**config.mk**
```make
export PLATFORM = sky130hd
export DESIGN_NAME = shwr_area_capture
export DESIGN_NICKNAME = d
export VERILOG_FILES = /design/src/rtl/shwr_area_capture_pkg.sv /design/src/rtl/shwr_rec_fifo.sv /design/src/rtl/shwr_area_capture.sv
export SDC_FILE = /design/constraint.sdc
export NUM_CORES = 1
export LEC_CHECK = 0
export ABC_CLOCK_PERIOD_IN_PS = 2200
export CAP_MARGIN = 25
export CORE_MARGIN = 5
export CORE_UTILIZATION = 51
export CTS_BUF_LIST = sky130_fd_sc_hd__clkbuf_4 sky130_fd_sc_hd__clkbuf_8 sky130_fd_sc_hd__clkbuf_16
export DETAILED_ROUTE_END_ITERATION = 8
export PLACE_DENSITY = 0.74
export SYNTH_ARGS = -nofsm -noshare
export SYNTH_HDL_FRONTEND = slang
export SYNTH_SLANG_ARGS = --single-unit
export TNS_END_PERCENT = 10
```
**constraint.sdc**
```tcl
create_clock -name CLK120 -period 2.2 [get_ports CLK120]
set_input_delay 0.55 -clock CLK120 [delete_from_list [all_inputs] [get_ports CLK120]]
set_output_delay 0.55 -clock CLK120 [all_outputs]
set_load 0.1 [all_outputs]
```
**src/rtl/shwr_area_capture_pkg.sv**
```systemverilog
// shwr_area_capture_pkg: shared constants and FSM states for shower area capture
package shwr_area_capture_pkg;

    localparam int SHWR_AREA_BINS      = 20;
    localparam int SHWR_CAPTURE_DELAY  = SHWR_AREA_BINS + 2;
    localparam int SHWR_REC_DEPTH_LOG2 = 2;
    localparam int SHWR_REC_TAG_WIDTH  = 8;

    typedef enum logic [1:0] {IDLE, WINDOW, DONE} cap_state_t;

endpackage

```
**src/rtl/shwr_rec_fifo.sv**
```systemverilog
// shwr_rec_fifo: synchronous show-ahead FIFO; rd_data always presents the head entry
module shwr_rec_fifo #(
    parameter int WIDTH      = 8,
    parameter int DEPTH_LOG2 = 2
) (
    input  logic                  CLK120,
    input  logic                  RESET_N,
    input  logic                  wr_en,
    input  logic [WIDTH-1:0]      wr_data,
    input  logic                  rd_en,
    output logic [WIDTH-1:0]      rd_data,
    output logic                  empty,
    output logic                  full,
    output logic [DEPTH_LOG2:0]   count
);

    localparam int DEPTH = 2 ** DEPTH_LOG2;

    logic [WIDTH-1:0]      mem [DEPTH];
    logic [DEPTH_LOG2-1:0] wr_ptr, rd_ptr;
    logic                  rd_ok, wr_ok;

    assign empty   = count == '0;
    assign full    = count == (DEPTH_LOG2 + 1)'(DEPTH);
    assign rd_ok   = rd_en && !empty;
    // a pop in the same cycle frees the slot the write lands in
    assign wr_ok   = wr_en && (!full || rd_ok);
    assign rd_data = mem[rd_ptr];

    always_ff @(posedge CLK120 or negedge RESET_N) begin
        if (!RESET_N) begin
            for (int i = 0; i < DEPTH; i++) mem[i] <= '0;
            wr_ptr <= '0;
            rd_ptr <= '0;
            count  <= '0;
        end else begin
            if (wr_ok) begin
                mem[wr_ptr] <= wr_data;
                wr_ptr      <= wr_ptr + 1'b1;
            end
            if (rd_ok) rd_ptr <= rd_ptr + 1'b1;
            count <= count + (DEPTH_LOG2 + 1)'(wr_ok) - (DEPTH_LOG2 + 1)'(rd_ok);
        end
    end

endmodule

```
**src/rtl/shwr_area_capture.sv**
```systemverilog
// shwr_area_capture: snapshots the shower integral at window end (or early trigger drop)
// and queues tagged records for readout.
module shwr_area_capture
    import shwr_area_capture_pkg::*;
#(
    parameter int ADC_WIDTH  = 12,
    parameter int AREA_WIDTH = 19,
    parameter int FRAC_WIDTH = 6,
    parameter int AREA_BINS  = SHWR_AREA_BINS,
    parameter int DEPTH_LOG2 = SHWR_REC_DEPTH_LOG2
) (
    input  logic                             CLK120,
    input  logic                             RESET_N,
    input  logic                             TRIGGERED,
    input  logic [AREA_WIDTH+FRAC_WIDTH-1:0] INTEGRAL,
    input  logic [ADC_WIDTH-1:0]             PEAK,
    input  logic [ADC_WIDTH+FRAC_WIDTH-1:0]  BASELINE,
    input  logic                             SATURATED,
    input  logic                             RD_EN,
    output logic                             REC_VALID,
    output logic [AREA_WIDTH+FRAC_WIDTH-1:0] REC_INTEGRAL,
    output logic [ADC_WIDTH-1:0]             REC_PEAK,
    output logic [ADC_WIDTH-1:0]             REC_BASELINE,
    output logic [1:0]                       REC_FLAGS,
    output logic [SHWR_REC_TAG_WIDTH-1:0]    REC_TAG,
    output logic [DEPTH_LOG2:0]              REC_COUNT,
    output logic [7:0]                       OVERFLOW_COUNT
);

    localparam int IW            = AREA_WIDTH + FRAC_WIDTH;
    localparam int TW            = SHWR_REC_TAG_WIDTH;
    localparam int RW            = IW + 2 * ADC_WIDTH + 2 + TW;
    localparam int CAPTURE_DELAY = AREA_BINS + (SHWR_CAPTURE_DELAY - SHWR_AREA_BINS);
    localparam int CW            = $clog2(CAPTURE_DELAY + 1);

    cap_state_t    state, state_n;
    logic [CW-1:0] bin, bin_n;
    logic [TW-1:0] tag;
    logic [RW-1:0] rec;
    logic          trig_prev, capture, truncated, full, empty, drop, unused_frac;

    assign unused_frac = ^BASELINE[FRAC_WIDTH-1:0];
    assign drop        = capture && full && !RD_EN;
    assign REC_VALID   = !empty;
    assign {REC_INTEGRAL, REC_PEAK, REC_BASELINE, REC_FLAGS, REC_TAG} = rec;

    // trig_prev resets high so a trigger already asserted at reset release is not a rise
    always_ff @(posedge CLK120 or negedge RESET_N) begin
        if (!RESET_N) begin
            state          <= IDLE;
            bin            <= '0;
            trig_prev      <= 1'b1;
            tag            <= '0;
            OVERFLOW_COUNT <= '0;
        end else begin
            state     <= state_n;
            bin       <= bin_n;
            trig_prev <= TRIGGERED;
            if (capture) tag <= tag + 1'b1;
            if (drop && OVERFLOW_COUNT != 8'hff) OVERFLOW_COUNT <= OVERFLOW_COUNT + 1'b1;
        end
    end

    always_comb begin
        state_n   = state;
        bin_n     = bin;
        capture   = 1'b0;
        truncated = 1'b0;
        case (state)
            IDLE: if (TRIGGERED && !trig_prev) begin
                state_n = WINDOW;
                bin_n   = '0;
            end
            WINDOW: if (!TRIGGERED) begin
                capture   = 1'b1;
                truncated = 1'b1;
                state_n   = IDLE;
            end else if (bin == CW'(CAPTURE_DELAY)) begin
                capture = 1'b1;
                state_n = DONE;
            end else begin
                bin_n = bin + 1'b1;
            end
            DONE: if (!TRIGGERED) state_n = IDLE;
            default: state_n = IDLE;
        endcase
    end

    shwr_rec_fifo #(
        .WIDTH      (RW),
        .DEPTH_LOG2 (DEPTH_LOG2)
    ) u_fifo (
        .CLK120  (CLK120),
        .RESET_N (RESET_N),
        .wr_en   (capture),
        .wr_data ({INTEGRAL, PEAK, BASELINE[ADC_WIDTH+FRAC_WIDTH-1:FRAC_WIDTH], truncated, SATURATED, tag}),
        .rd_en   (RD_EN),
        .rd_data (rec),
        .empty   (empty),
        .full    (full),
        .count   (REC_COUNT)
    );

endmodule

```
==> key figures <==
Logic synthesis
  • Mean post-synth cell area: 16.6 µm²
  • Top post-synthesis cells by area: dfrtp_1 56%, mux2_2 19%, mux4_2 11%, mux2_4 4.6%, xnor2_1 1.2%
  • YS warnings: 0
  • Seq cells post-synth: 267
  • Synth top area share: 0.563
  • Mapped Cells: 713
  • Synthesized area: 11800 µm²
  • Seq/Total Area, Yosys: 0.566
  • Net count after synthesis: 784
  • Yosys top cell by area: dfrtp_1
  • Post-synthesis cell type count: 38

Timing
  • Setup Skew: 0.00995 ns
  • Max Clk Rate: 387 MHz
  • Slew headroom: 0.581
  • Setup TNS: -21.24 ns
  • Final Hold Viols: 0
  • Worst-Margin Slew: 0.628 ns
  • Worst setup margin: -0.381 ns
  • Max Slew Vio Count: 0
  • Final min period: 2.58 ns
  • Endpoints failing setup: 61
  • Period utilization: 1.17
  • RSZ-0062 raised after global routing: yes

Setup path
  • CP max stage delay: 0.56 ns
  • Setup crit end kind: primary output
  • Worst path most repeated cell: buf_12
  • Crit start category: flop
  • Arrival time at the worst endpoint: 2.03 ns
  • Slowest cell on the critical path: mux4_2
  • Crit-path cells: buf_6 > buf_12 > mux4_2 > buf_12
  • WS Path Type: reg -> out
  • Data required, critical path: 1.65 ns
  • Critical path fanouts, max: 10

Detailed routing
  • Routed wire length: 26.5 mm
  • Drt wl/cell: 22.6 µm
  • DR vias: 6763
  • Antenna Nets Post-Route: 0
  • Vias/cell: 5.76
  • Pre-antenna DRT Iters: 4
  • DRC: 0
  • Starting DRT DRC Count: 246

Floorplanning
  • Die area: 26300 µm²
  • Width of the die: 162 µm
  • Starting Density: 0.520
  • Row cnt: 55
  • IO Pins: 131
  • Total core area: 22700 µm²
  • Die height: 162 µm

Clock tree
  • CTS sink cnt: 267
  • Root Buffer Master: clkbuf_16
  • Clock Path Buffers: 3
  • CTS tree: done
  • Number of hold-repair buffers added at the cts stage: 0
  • Clock slew at reported path FFs: 0.06 ns
  • H-tree depth: 1
  • Clock Latency Late Sink: 0.52 ns
  • CTS buffer count: 28

Global routing
  • GRT Util Overall: 0.204
  • Number of global-route vias before repair: 7888
  • Total grt overflow: 0
  • Antenna violations before repair: 0
  • Global-route wire length before repair: 42.9 mm
  • Largest net degree at the start of global routing: 75

Final layout
  • Final core utilization: 0.681
  • Layout cell share with drive strength beyond 1: 0.544
  • Area grow syn2layout: 31.0%
  • Nets@finish: 943
  • ANT cells: 0
  • Fin area: 15500 µm²

Outcome
  • Violated checks: setup timing
  • Outcome: finished with violations

Place
  • PortBufs: 124
  • Area after DPL: 14300 µm²
  • Pre-CTS setup slack: -0.343 ns
  • GPL Wtd Cong: 0.771
  • Detailed placement HPWL: 16.9 mm

Job
  • Max cap viols: 0

Hold path
  • Worst Hold Class: in -> async
==> worst max-delay path: cells and delay by family, from the launching register on <==
kind / cells / cell delay [ns]
buf+inv: 3 / 0.51
flops: 1 / 0.43
mux: 1 / 0.56
==> Yosys cell counts <==
| cell type | instances |
|---|---|
| mux4_2 | 59 |
| and3_1 | 8 |
| nor3b_1 | 1 |
| nand2b_1 | 2 |
| xnor2_1 | 16 |
| and4_1 | 1 |
| a211oi_2 | 1 |
| or3_1 | 3 |
| buf_6 | 8 |
| dfrtp_1 | 266 |
| dfstp_2 | 1 |
| o211ai_1 | 1 |
| a31oi_1 | 1 |
| ha_1 | 10 |
| and2_1 | 3 |
| nor3_1 | 1 |
| mux2_2 | 199 |
| clkbuf_1 | 8 |
| or2_2 | 1 |
| a21oi_1 | 3 |
| xor2_1 | 3 |
| o21ai_0 | 5 |
| fa_1 | 1 |
| buf_1 | 1 |
| nand3_1 | 5 |
| and2_0 | 1 |
| or4b_4 | 1 |
| mux2i_1 | 4 |
| buf_2 | 22 |
| inv_1 | 14 |
| nand4_1 | 7 |
| nand4b_1 | 2 |
| clkbuf_2 | 4 |
| a41oi_1 | 1 |
| nor2b_1 | 2 |
| nand2_1 | 9 |
| nor2_1 | 2 |
| mux2_4 | 36 |
==> state kept, by name, indices dropped and copies added, names as in the netlist <==
signal	cells
bin	5
tag	8
u_fifo.mem	236
trig_prev	1
u_fifo.rd_ptr	2
u_fifo.wr_ptr	2
OVERFLOW_COUNT	8
state	2
u_fifo.count	3
==> cells in the final DEF (no fill, tap or decap), types with 8 or more instances in the layout <==
cell and instances:
clkbuf_8 12, mux4_2 59, inv_1 12, mux2_4 36, clkbuf_16 31, nand2_1 9
buf_12 75, mux2_2 199, xnor2_1 15, clkdlybuf4s50_1 52, ha_1 8, buf_4 33
dfrtp_1 261
==> metal layers <==
layer / global-route usage / vias to the layer above / wire length (µm)
met4: 0.0546 / 0 / 637
li1: - / 2949 / -
met2: 0.367 / 144 / 14200
met1: 0.253 / 3626 / 10500
met5: 0 / - / 0
met3: 0.0409 / 44 / 1140
==> area by class of cell <==
type / instances / area [µm²]
Clock buffer: 47 / 936
Sequential cell: 267 / 6700
Fill cell: 1504 / 7240
Tap cell: 285 / 357
Timing Repair Buffer: 172 / 2530
Clock inverter: 1 / 5.00
Multi-Input combinational cell: 389 / 4890
Inverter: 14 / 52.6
==> final timing paths <==
check                                                   from                       endpoint  slack (ns)  cells past startpoint
worst min register to register    u_fifo.mem[86]$_DFFE_PN0P_     u_fifo.mem[86]$_DFFE_PN0P_        0.50                      1
worst max-delay path            u_fifo.rd_ptr[0]$_DFFE_PN0P_                     REC_TAG[3]       -0.38                      4
worst max register to register     u_fifo.count[0]$_DFF_PN0_      u_fifo.count[2]$_DFF_PN0_           0                      9
worst min-delay path                                 RESET_N  OVERFLOW_COUNT[4]$_DFFE_PN0P_       0.004                      1
max in group asynchronous                            RESET_N     u_fifo.mem[89]$_DFFE_PN0P_        1.47                      2
min in group CLK120               u_fifo.mem[86]$_DFFE_PN0P_     u_fifo.mem[86]$_DFFE_PN0P_        0.50                      1
==> kinds of logic after synthesis <==
kind of cell,after synthesis,share of synthesized area
adders and majority gates,11,0.0123
and+or+nand+nor,49,0.0244
AOI/OAI and AO/OA,12,0.00635
muxes,298,0.351
buffers and inverters,57,0.0259
xor gates and xnor gates,19,0.0141
DFF,267,0.566
==> per-stage QoR <==
step / hold slack, ns / cells
3_5_place_dp: 0.491 / 1116
5_1_grt: 0.0265 / 1175
2_1_floorplan: 0.254 / 713
6_report: 0.00361 / 1175
4_1_cts: 0.00732 / 1172
3_3_place_gp: 0.483 / 1116
==> repair_timing <==
item	in CTS	in global routing
resized for setup	14	4
pin swaps	3	1
setup endpoints to repair	98	256
buffers inserted	5	1
cloned	4	2
hold endpoints to repair	0	0
Power is left out: the tool's default activity adds up to more than one toggle a clock period on the data nets, which glitch-free logic cannot reach.
